==> src/rtl/psram_pkg.sv <==
// Shared psram constants and the arbiter state encoding.
package psram_pkg;

  localparam int PSRAM_ADDR_W = 24;
  localparam int PSRAM_DATA_W = 16;

  typedef enum logic [1:0] {
    IDLE  = 2'd0,
    ISSUE = 2'd1,
    WAIT  = 2'd2,
    DONE  = 2'd3
  } arb_state_t;

endpackage

==> src/rtl/psram_rr_pick.sv <==
// Round-robin pick among the low-priority ports 1..NUM_REQ-1.
// Searches from ptr upward, then wraps to port 1. Port 0 is never picked here.
module psram_rr_pick
  import psram_pkg::*;
#(
  parameter int NUM_REQ = 3,
  parameter int PTR_W   = $clog2(NUM_REQ)
) (
  input  logic [NUM_REQ-1:0] req,
  input  logic [PTR_W-1:0]   ptr,
  output logic [NUM_REQ-1:0] win,
  output logic               any
);

  logic found;
  int   ptr_i;

  // First requester at or after ptr, wrapping back to port 1.
  always_comb begin
    win   = '0;
    found = 1'b0;
    any   = 1'b0;
    ptr_i = int'(ptr);
    for (int k = 1; k < NUM_REQ; k++) begin
      any = any | req[k];
    end
    for (int k = 1; k < NUM_REQ; k++) begin
      if (!found && req[k] && (k >= ptr_i)) begin
        win[k] = 1'b1;
        found  = 1'b1;
      end
    end
    for (int k = 1; k < NUM_REQ; k++) begin
      if (!found && req[k] && (k < ptr_i)) begin
        win[k] = 1'b1;
        found  = 1'b1;
      end
    end
  end

endmodule

==> src/rtl/psram_arbiter.sv <==
// Arbiter sharing one psram controller between NUM_REQ requesters.
// Port 0 (video line fetch) has fixed top priority, bounded by a starvation
// guard; ports 1..NUM_REQ-1 are served round-robin.
//
// Handshake: a requester raises i_req[k] with its we/addr/din and holds it
// until it sees o_done[k] or (o_err while o_gnt[k]). Command fields are
// latched at grant, so later changes are ignored. Dropping i_req after the
// grant does not cancel the access. Toward the controller, o_mem_stb is a
// one-cycle strobe issued only while i_mem_busy is low; completion is the
// first i_mem_done seen in WAIT, or a timeout after TIMEOUT WAIT cycles.
module psram_arbiter
  import psram_pkg::*;
#(
  parameter int NUM_REQ      = 3,
  parameter int ADDR_W       = PSRAM_ADDR_W,
  parameter int DATA_W       = PSRAM_DATA_W,
  parameter int STARVE_LIMIT = 4,
  parameter int TIMEOUT      = 255
) (
  input  logic                      i_clk,
  input  logic                      i_rst,
  input  logic [NUM_REQ-1:0]        i_req,
  input  logic [NUM_REQ-1:0]        i_we,
  input  logic [NUM_REQ*ADDR_W-1:0] i_addr,
  input  logic [NUM_REQ*DATA_W-1:0] i_din,
  output logic [NUM_REQ-1:0]        o_gnt,
  output logic [NUM_REQ-1:0]        o_done,
  output logic [DATA_W-1:0]         o_dout,
  output logic                      o_err,
  output logic                      o_mem_stb,
  output logic                      o_mem_we,
  output logic [ADDR_W-1:0]         o_mem_addr,
  output logic [DATA_W-1:0]         o_mem_din,
  input  logic                      i_mem_busy,
  input  logic                      i_mem_done,
  input  logic [DATA_W-1:0]         i_mem_dout,
  output logic [1:0]                dbg_state
);

  localparam int PTR_W = $clog2(NUM_REQ);
  localparam int SC_W  = $clog2(STARVE_LIMIT + 1);
  localparam int TO_W  = $clog2(TIMEOUT + 1);

  arb_state_t          state, state_next;
  logic [NUM_REQ-1:0]  gnt;
  logic                mem_we;
  logic [ADDR_W-1:0]   mem_addr;
  logic [DATA_W-1:0]   mem_din;
  logic [DATA_W-1:0]   dout_q;
  logic                err_flag;
  logic [PTR_W-1:0]    rr_ptr;
  logic [SC_W-1:0]     starve_cnt;
  logic [TO_W-1:0]     to_cnt;

  logic [NUM_REQ-1:0]  lo_win;
  logic                lo_pend;
  logic                pick0;
  logic [NUM_REQ-1:0]  win;
  logic                sel_we;
  logic [ADDR_W-1:0]   sel_addr;
  logic [DATA_W-1:0]   sel_din;
  logic [PTR_W-1:0]    rr_next;
  logic                timed_out;

  psram_rr_pick #(
    .NUM_REQ (NUM_REQ),
    .PTR_W   (PTR_W)
  ) u_rr_pick (
    .req (i_req),
    .ptr (rr_ptr),
    .win (lo_win),
    .any (lo_pend)
  );

  // Winner selection, command mux and the round-robin pointer advance.
  always_comb begin
    pick0    = i_req[0] && ((starve_cnt < SC_W'(STARVE_LIMIT)) || !lo_pend);
    win      = pick0 ? {{(NUM_REQ-1){1'b0}}, 1'b1} : lo_win;
    sel_we   = 1'b0;
    sel_addr = '0;
    sel_din  = '0;
    rr_next  = rr_ptr;
    for (int k = 0; k < NUM_REQ; k++) begin
      if (win[k]) begin
        sel_we   = i_we[k];
        sel_addr = i_addr[k*ADDR_W +: ADDR_W];
        sel_din  = i_din[k*DATA_W +: DATA_W];
      end
    end
    for (int k = 1; k < NUM_REQ; k++) begin
      if (lo_win[k]) begin
        rr_next = (k == NUM_REQ - 1) ? PTR_W'(1) : PTR_W'(k + 1);
      end
    end
  end

  assign timed_out = ((to_cnt + TO_W'(1)) == TO_W'(TIMEOUT));

  // State register.
  always_ff @(posedge i_clk or posedge i_rst) begin
    if (i_rst) state <= IDLE;
    else       state <= state_next;
  end

  // Next-state logic; a done in the timeout cycle still counts as success.
  always_comb begin
    state_next = state;
    case (state)
      IDLE:  if (|i_req)                   state_next = ISSUE;
      ISSUE: if (!i_mem_busy)              state_next = WAIT;
      WAIT:  if (i_mem_done || timed_out)  state_next = DONE;
      DONE:                                state_next = IDLE;
      default:                             state_next = IDLE;
    endcase
  end

  // Grant, latched command, starvation/round-robin bookkeeping and result capture.
  always_ff @(posedge i_clk or posedge i_rst) begin
    if (i_rst) begin
      gnt        <= '0;
      mem_we     <= 1'b0;
      mem_addr   <= '0;
      mem_din    <= '0;
      dout_q     <= '0;
      err_flag   <= 1'b0;
      rr_ptr     <= PTR_W'(1);
      starve_cnt <= '0;
      to_cnt     <= '0;
    end else begin
      if (!lo_pend) starve_cnt <= '0;
      case (state)
        IDLE: begin
          if (|i_req) begin
            gnt      <= win;
            mem_we   <= sel_we;
            mem_addr <= sel_addr;
            mem_din  <= sel_din;
            err_flag <= 1'b0;
            to_cnt   <= '0;
            if (pick0) begin
              if (lo_pend && (starve_cnt != SC_W'(STARVE_LIMIT)))
                starve_cnt <= starve_cnt + SC_W'(1);
            end else begin
              starve_cnt <= '0;
              rr_ptr     <= rr_next;
            end
          end
        end
        WAIT: begin
          to_cnt <= to_cnt + TO_W'(1);
          if (i_mem_done) begin
            if (!mem_we) dout_q <= i_mem_dout;
          end else if (timed_out) begin
            err_flag <= 1'b1;
          end
        end
        DONE: begin
          gnt <= '0;
        end
        default: ;
      endcase
    end
  end

  assign o_gnt      = gnt;
  assign o_done     = ((state == DONE) && !err_flag) ? gnt : '0;
  assign o_err      = (state == DONE) && err_flag;
  assign o_dout     = dout_q;
  assign o_mem_stb  = (state == ISSUE) && !i_mem_busy;
  assign o_mem_we   = mem_we;
  assign o_mem_addr = mem_addr;
  assign o_mem_din  = mem_din;
  assign dbg_state  = state;

endmodule

==> config.mk <==
export PLATFORM = sky130hd
export DESIGN_NAME = psram_arbiter
export DESIGN_NICKNAME = d
export VERILOG_FILES = /design/src/rtl/psram_pkg.sv /design/src/rtl/psram_rr_pick.sv /design/src/rtl/psram_arbiter.sv
export SDC_FILE = /design/constraint.sdc
export NUM_CORES = 1
export LEC_CHECK = 0
export BUFFER_PORTS_ARGS = -buffer_cell sky130_fd_sc_hd__buf_2
export CAP_MARGIN = 40
export CORE_ASPECT_RATIO = 1.1
export CORE_MARGIN = 5
export CORE_UTILIZATION = 46
export CTS_CLUSTER_SIZE = 24
export DETAILED_ROUTE_END_ITERATION = 7
export PLACE_DENSITY = 0.79
export SLEW_MARGIN = 20
export SYNTH_ARGS = -nofsm -noshare
export SYNTH_HDL_FRONTEND = slang
export SYNTH_SLANG_ARGS = --single-unit
==> constraint.sdc <==
create_clock -name i_clk -period 2.54 [get_ports i_clk]
set_input_delay 0.254 -clock i_clk [delete_from_list [all_inputs] [get_ports i_clk]]
set_output_delay 0.254 -clock i_clk [all_outputs]
set_load 0.005 [all_outputs]
==> impl_metrics.csv, run 1 <==
group,metric,value,unit
run_status,status,"finished with violations",
run_status,failed_checks,"hold timing",
synth,synthTopCellsByArea,"dfrtp_1 (45%), a221oi_1 (8.6%), nor2_1 (8.5%)",
grt,grt_first_pass_wirelength,19700,um
timing,max_slew.worst_pin.slew,0.758,ns
critical_path,critical-path-slowest-cell,"dfrtp_1",
floorplanning,io_pins,213,
grt,track_usage,22.3,%
synth,yosysUniqueCellTypes,42,
grt,antenna_found_initial,0,
cells_and_area,regArea,0.00190,mm2
cells_and_area,finalNetCount,815,
placed_design,portBuffers,212,
grt,globalRouteOverflowTotal,0,
grt,grt_pass1_vias,4222,
pwr,p_per_area,995,mW/mm2
synth,synthTopCellsByCount,"nor2_1 (94), dfrtp_1 (75), o21ai_0 (61), nor2b_1 (48), a221oi_1 (41)",
synth,synth_nets,617,
detailed_routing,wire_per_inst,16.0,um
detailed_routing,drcViolationCount,0,
floorplanning,rows,36,
critical_path,critPathKind,"reg2reg",
floorplanning,dieWidth,101,um
timing,fmaxAchievable,498,MHz
placed_design,dp_cells,764,
clocking,cts.hold.buffers_added,0,
synth,yosysMostFrequentCell,"nor2_1",
critical_path,cp.arrival,2.23,ns
clocking,root_buffer,"clkbuf_8",
timing,fin_ws,0.530,ns
run,drv_cap,0,
timing,finClkSkew,0.00782,ns
cells_and_area,drive_gt1_share,40.2,%
critical_path,cpPeakStageDelay,0.43,ns
synth,synth_largest_area_cell,"dfrtp_1",
synth,synth_top_area_share,45.1,%
detailed_routing,drt_iter0_drc,175,
placed_design,place.gp.congestion,0.905,
critical_path,cp.buffers_inverters,1,
pwr,p_total,5.58,mW
critical_path,reg2reg_slack,0.53,ns
synth,synth_flop_cell,"dfrtp_1",
detailed_routing,route.antenna.remaining_nets,0,
clocking,postCtsSetupBuffers,0,
detailed_routing,viasPerCell,5.44,
synth,synth_cells,463,
synth,seq_area_frac_synth,45.7,%
floorplanning,die_area,0.0111,mm2
placed_design,hpwl,9540,um
clocking,clock_path_buffers,2,
cells_and_area,n_fill_cell,769,
clocking,clkSinkCount,76,
floorplanning,die_h,110,um
synth,syn_area,0.00416,mm2
cells_and_area,n_antenna_cell,0,
detailed_routing,firstDrtPassIters,4,
cells_and_area,syn2layout_area_growth,34.6,%
cells_and_area,multi_input_area,0.00212,mm2
timing,drv_slew,0,
critical_path,end_kind,"flip-flop",
timing,period_share,79.1,%
timing,hold_ws,-0.00847,ns
floorplanning,core_area,0.00887,mm2
pwr,p_leak,2.62,nW
placed_design,dp_slack,0.528,ns
timing,hold_viol,12,
timing,period_needed,2.01,ns
critical_path,reg2reg_depth,7,
clocking,cts_made_buffers,9,
cells_and_area,stdcell_count,780,
detailed_routing,via_count,4245,
critical_path,worstReg2RegEnd,"dbg_state[1]$_DFFE_PP0P_",
floorplanning,initial_core_util,46.9,%
synth,ys_warn_count,0,
timing,rsz0062_at_grt,"false",
timing,relSlewSlack,49.3,%
synth,ys_ff_latch,76,
clocking,clk_pin_slew,0.07,ns
clocking,postCtsResizedCells,0,
critical_path,r2r_start,"dbg_state[1]$_DFFE_PP0P_",
clocking,cts_tree,"yes",
timing,final-setup-viol-count,0,
timing,tns,0,ns
synth,avgSynthCellArea,8.99,um2
critical_path,path_max_fanout,8,
synth,synth-edff-count,0,
pwr,ir_drop,0.366,mV
detailed_routing,wirelength,12500,um
min_path,min_path_type,"in2async",
grt,grt_max_degree,41,
synth,ys_async_sr_fraction,100,%
clocking,insertion_delay,0.35,ns
critical_path,required,2.76,ns
critical_path,cp_top_family,"simple AND/OR/NAND/NOR gates",
clocking,h-tree-depth,3,
critical_path,crit_path_start_kind,"flip-flop",
critical_path,crit_chain,"inv_1, ha_2, nor4b_4, a21oi_1, nand3b_1, o221ai_1, or3_1",
## worst register-to-register path: stages, from the launching register on
cell,delay [ns]
dfrtp_1,0.43
inv_1,0.13
ha_2,0.20
nor4b_4,0.37
a21oi_1,0.17
nand3b_1,0.13
o221ai_1,0.11
or3_1,0.35
## sequential cells by signal (all words and copies together), names as in the netlist
signal      count
dbg_state       2
err_flag        1
o_dout         16
o_gnt           3
o_mem_addr     24
o_mem_din      16
o_mem_we        1
rr_ptr          2
starve_cnt      3
to_cnt          8
## kinds of logic after synthesis
kind of cell	after synthesis	synth area share, %
AOI/OAI and AO/OA	125	20.3
DFF	76	45.7
adders and majority gates	8	2.40
and+or+nand+nor	192	22.7
muxes	18	4.87
buffers and inverters	44	4.09
## layout by cell type, fill, tap and decap left out, drive strengths merged, types with 4 or more instances in the layout
master and instances:
a21oi 6, a221oi 42, a31oi 4, and2 5, buf 221, clkbuf 12
dfrtp 75, ha 8, inv 9, mux2 18, nand2 23, nand3 6
nor2 94, nor2b 48, o21ai 61
## routing by layer
metal / GRT usage, % / routed length [um] / share of wire [%] / vias to the layer above
li1: - / - / - / 2032
met1: 27.0 / 4760 / 38 / 1995
met2: 38.4 / 6240 / 50 / 195
met3: 4.82 / 1180 / 9.4 / 23
met4: 8.66 / 279 / 2.2 / 0
met5: 0 / 0 / 0 / -
## through the flow
step                      instance area (um2)  util, %
final                                    5600     63.2
after global placement                   5390     60.7
after detailed placement                 5390     60.7
after global routing                     5600     63.2
after CTS                                5600     63.2
after floorplan                          4160        -
## power breakdown
| part | leakage, nW | internal [mW] | switching [mW] |
|---|---|---|---|
| clock | 0.107 | 0.580 | 0.433 |
| combinational | 1.62 | 1.14 | 1.32 |
| sequential | 0.892 | 1.76 | 0.341 |
## area by class of cell
cell class              instances  share of cell area (%)
flip-flops and latches         76                    34.0
multi-input cells             343                    37.9
well taps                     114                    2.55
clock inverters                 4                    1.29
clock buffers                  12                    2.59
inverters                      10                   0.692
repair buffers                221                    21.0
## how the worst max path moves through the flow
stage                                  start  slack (ns)                       end  cells after the start
finish              dbg_state[1]$_DFFE_PP0P_        0.53  dbg_state[1]$_DFFE_PP0P_                      7
global route        dbg_state[0]$_DFFE_PP0P_        0.33     to_cnt[4]$_DFFE_PP0P_                      7
CTS                 dbg_state[1]$_DFFE_PP0P_        0.53  dbg_state[1]$_DFFE_PP0P_                      7
detailed placement  dbg_state[1]$_DFFE_PP0P_        0.53     to_cnt[7]$_DFFE_PP0P_                      7
global placement       to_cnt[0]$_DFFE_PP0P_        0.65  dbg_state[1]$_DFFE_PP0P_                      6
floorplan                              i_rst        0.35  dbg_state[0]$_DFFE_PP0P_                      1
Power figures use the tool's default switching activity.
==> run 2, diff against run 1 <==
--- a/config.mk
+++ b/config.mk
@@ -5,14 +5,15 @@
 export SDC_FILE = /design/constraint.sdc
 export NUM_CORES = 1
 export LEC_CHECK = 0
+export ABC_AREA = 1
 export BUFFER_PORTS_ARGS = -buffer_cell sky130_fd_sc_hd__buf_2
 export CAP_MARGIN = 40
 export CORE_ASPECT_RATIO = 1.1
 export CORE_MARGIN = 5
-export CORE_UTILIZATION = 46
+export CORE_UTILIZATION = 42
 export CTS_CLUSTER_SIZE = 24
 export DETAILED_ROUTE_END_ITERATION = 7
-export PLACE_DENSITY = 0.79
+export PLACE_DENSITY = 0.75
 export SLEW_MARGIN = 20
 export SYNTH_ARGS = -nofsm -noshare
 export SYNTH_HDL_FRONTEND = slang
==> constraint.sdc (replaced) <==
create_clock -name i_clk -period 1.7 [get_ports i_clk]
set_input_delay 0.17 -clock i_clk [delete_from_list [all_inputs] [get_ports i_clk]]
set_output_delay 0.17 -clock i_clk [all_outputs]
set_load 0.005 [all_outputs]
==> impl_metrics.csv, run 2 <==
group,metric,value,unit
run_status,status,"completed",
min_path,holdPathStages,2,
floorplanning,die_h,116,um
floorplanning,core_area,0.00989,mm2
synth,synth_flop_cell,"dfrtp_1",
cells_and_area,syn2layout_area_growth,37.3,%
floorplanning,dieWidth,106,um
grt,grt_max_degree,33,
timing,relSlewSlack,60.7,%
clocking,clock_path_buffers,2,
timing,max_slew.worst_pin.slew,0.588,ns
placed_design,dpl_cell_area,0.00555,mm2
clocking,root_buffer,"clkbuf_8",
critical_path,cp_top_family,"buffers and inverters",
critical_path,reg2reg_depth,8,
cells_and_area,drive_gt1_share,49.7,%
clocking,clkSinkCount,76,
clocking,h-tree-depth,3,
synth,synthTopCellsByCount,"nand2_1 (165), dfrtp_1 (75), nor2_1 (51), a41oi_2 (40), inv_1 (31)",
critical_path,critPathMostFrequentCell,"inv_2",
pwr,ir_drop,0.797,mV
cells_and_area,n_fill_cell,857,
grt,grt_pass1_vias,4230,
detailed_routing,firstDrtPassIters,4,
grt,globalRouteOverflowTotal,0,
timing,final-setup-viol-count,0,
placed_design,portBuffers,212,
detailed_routing,route.antenna.remaining_nets,0,
synth,syn_area,0.00426,mm2
clocking,cts_made_buffers,9,
critical_path,crit_chain,"inv_2, ha_2, inv_2, a21oi_4, buf_12, buf_16, nor2_1, a41oi_2",
critical_path,critical-path-slowest-cell,"dfrtp_2",
synth,ys_async_sr_fraction,100,%
detailed_routing,drt_iter0_drc,196,
detailed_routing,viasPerCell,5.12,
critical_path,critPathKind,"reg2reg",
grt,grt_first_pass_wirelength,19900,um
timing,fmaxAchievable,613,MHz
cells_and_area,layout_commonest_cell,"buf_2",
synth,ys_warn_count,0,
synth,synth-edff-count,0,
cells_and_area,largest_reg_flops,24,
synth,seq_area_frac_synth,44.7,%
placed_design,hpwl,9990,um
placed_design,dp_slack,0.0325,ns
clocking,cts_tree,"yes",
pwr,p_per_area,1520,mW/mm2
grt,track_usage,20.0,%
synth,synth_top_area_share,44.0,%
timing,period_share,96.0,%
min_path,min_path_type,"in2reg",
timing,period_needed,1.63,ns
critical_path,worstSetupPathDepth,8,
cells_and_area,finalNetCount,839,
critical_path,end_kind,"flip-flop",
synth,synth_cells,461,
pwr,p_leak,2.74,nW
synth,yosysMostFrequentCell,"nand2_1",
critical_path,required,1.96,ns
critical_path,cp.arrival,1.90,ns
critical_path,path_max_fanout,29,
timing,fin_ws,0.0680,ns
synth,synthTopCellsByArea,"dfrtp_1 (44%), a41oi_2 (15%), nand2_1 (15%)",
timing,hold_viol,0,
cells_and_area,final_cell_mix,"buf_2 (212), nand2_1 (160), dfrtp_1 (74), nor2_1 (46), a41oi_2 (40)",
cells_and_area,multi_input_area,0.00213,mm2
run,drv_cap,0,
critical_path,cpPeakStageDelay,0.46,ns
detailed_routing,drcViolationCount,0,
cells_and_area,final_cell_area,0.00585,mm2
critical_path,cp.buffers_inverters,4,
detailed_routing,via_count,4149,
floorplanning,io_pins,213,
synth,ys_ff_latch,76,
synth,yosysUniqueCellTypes,27,
critical_path,crit_path_start_kind,"flip-flop",
timing,hold_ws,0.0505,ns
floorplanning,die_area,0.0123,mm2
floorplanning,rows,38,
detailed_routing,wire_per_inst,15.7,um
timing,finClkSkew,0.0150,ns
clocking,clk_pin_slew,0.08,ns
synth,avgSynthCellArea,9.24,um2
floorplanning,initial_core_util,43.1,%
synth,synth_nets,615,
detailed_routing,wirelength,12800,um
synth,synth_largest_area_cell,"dfrtp_1",
pwr,p_total,8.87,mW
timing,drv_slew,0,
timing,rsz0062_at_grt,"true",
cells_and_area,regArea,0.00190,mm2
placed_design,place.gp.congestion,0.878,
clocking,insertion_delay,0.35,ns
grt,antenna_found_initial,0,
-- run 2: per-stage QoR --
stage	TNS, ns	util, %	instances
after detailed placement	0	56.1	790
final	0	59.2	811
after global placement	0	56.1	790
after floorplan	0	-	461
after CTS	0	58.2	808
after global routing	-0.0962	59.1	810
-- run 2: logic make-up after synthesis --
group	after synthesis	share of synthesized area (%)
muxes	16	4.23
DFF	76	44.7
AOI/OAI and AO/OA	66	18.8
adders and majority gates	8	2.35
buffers and inverters	57	7.34
and+or+nand+nor	238	22.7
-- run 2: timing repair --
action	in CTS	in global routing
pin swaps	1	7
hold endpoints to repair	22	0
buffers inserted	1	2
gates resized for setup	6	23
hold buffers	1	0
gates cloned	0	0
endpoints found under the setup margin	3	43
-- run 2: path summary, 6_finish.rpt --
kind                                          start                        to  slack, ns
min reg2reg                   rr_ptr[0]$_DFFE_PP1P_     rr_ptr[0]$_DFFE_PP1P_       0.48
max reg2reg                dbg_state[1]$_DFFE_PP0P_  o_mem_din[1]$_DFFE_PP0P_       0.07
max in group asynchronous                     i_rst     rr_ptr[0]$_DFFE_PP1P_       0.65
min in group asynchronous                     i_rst     o_dout[0]$_DFFE_PP0P_       0.46
min                                  i_mem_dout[13]    o_dout[13]$_DFFE_PP0P_       0.05
max                        dbg_state[1]$_DFFE_PP0P_  o_mem_din[1]$_DFFE_PP0P_       0.07
-- run 2: where the power goes --
part | internal, mW | total [mW] | switching [mW]
Sequential | 2.67 | 3.16 | 0.481
Clock | 0.573 | 1.26 | 0.689
Combinational | 2.18 | 4.46 | 2.27
-- run 2: metal layers --
| metal | share of wire [%] | global-route usage [%] | vias up |
|---|---|---|---|
| met3 | 8.7 | 5.29 | 19 |
| met4 | 1.9 | 6.91 | 0 |
| met1 | 39 | 22.9 | 1953 |
| met5 | 0 | 0 | - |
| met2 | 51 | 36.4 | 194 |
| li1 | - | - | 1983 |
-- run 2: layout make-up --
type	instances	area share, %
inverters	34	2.37
clock inverters	5	0.641
clock buffers	11	2.42
flip-flops and latches	76	32.5
diodes	1	0.0428
repair buffers	236	23.0
well taps	120	2.57
multi-input cells	328	36.4
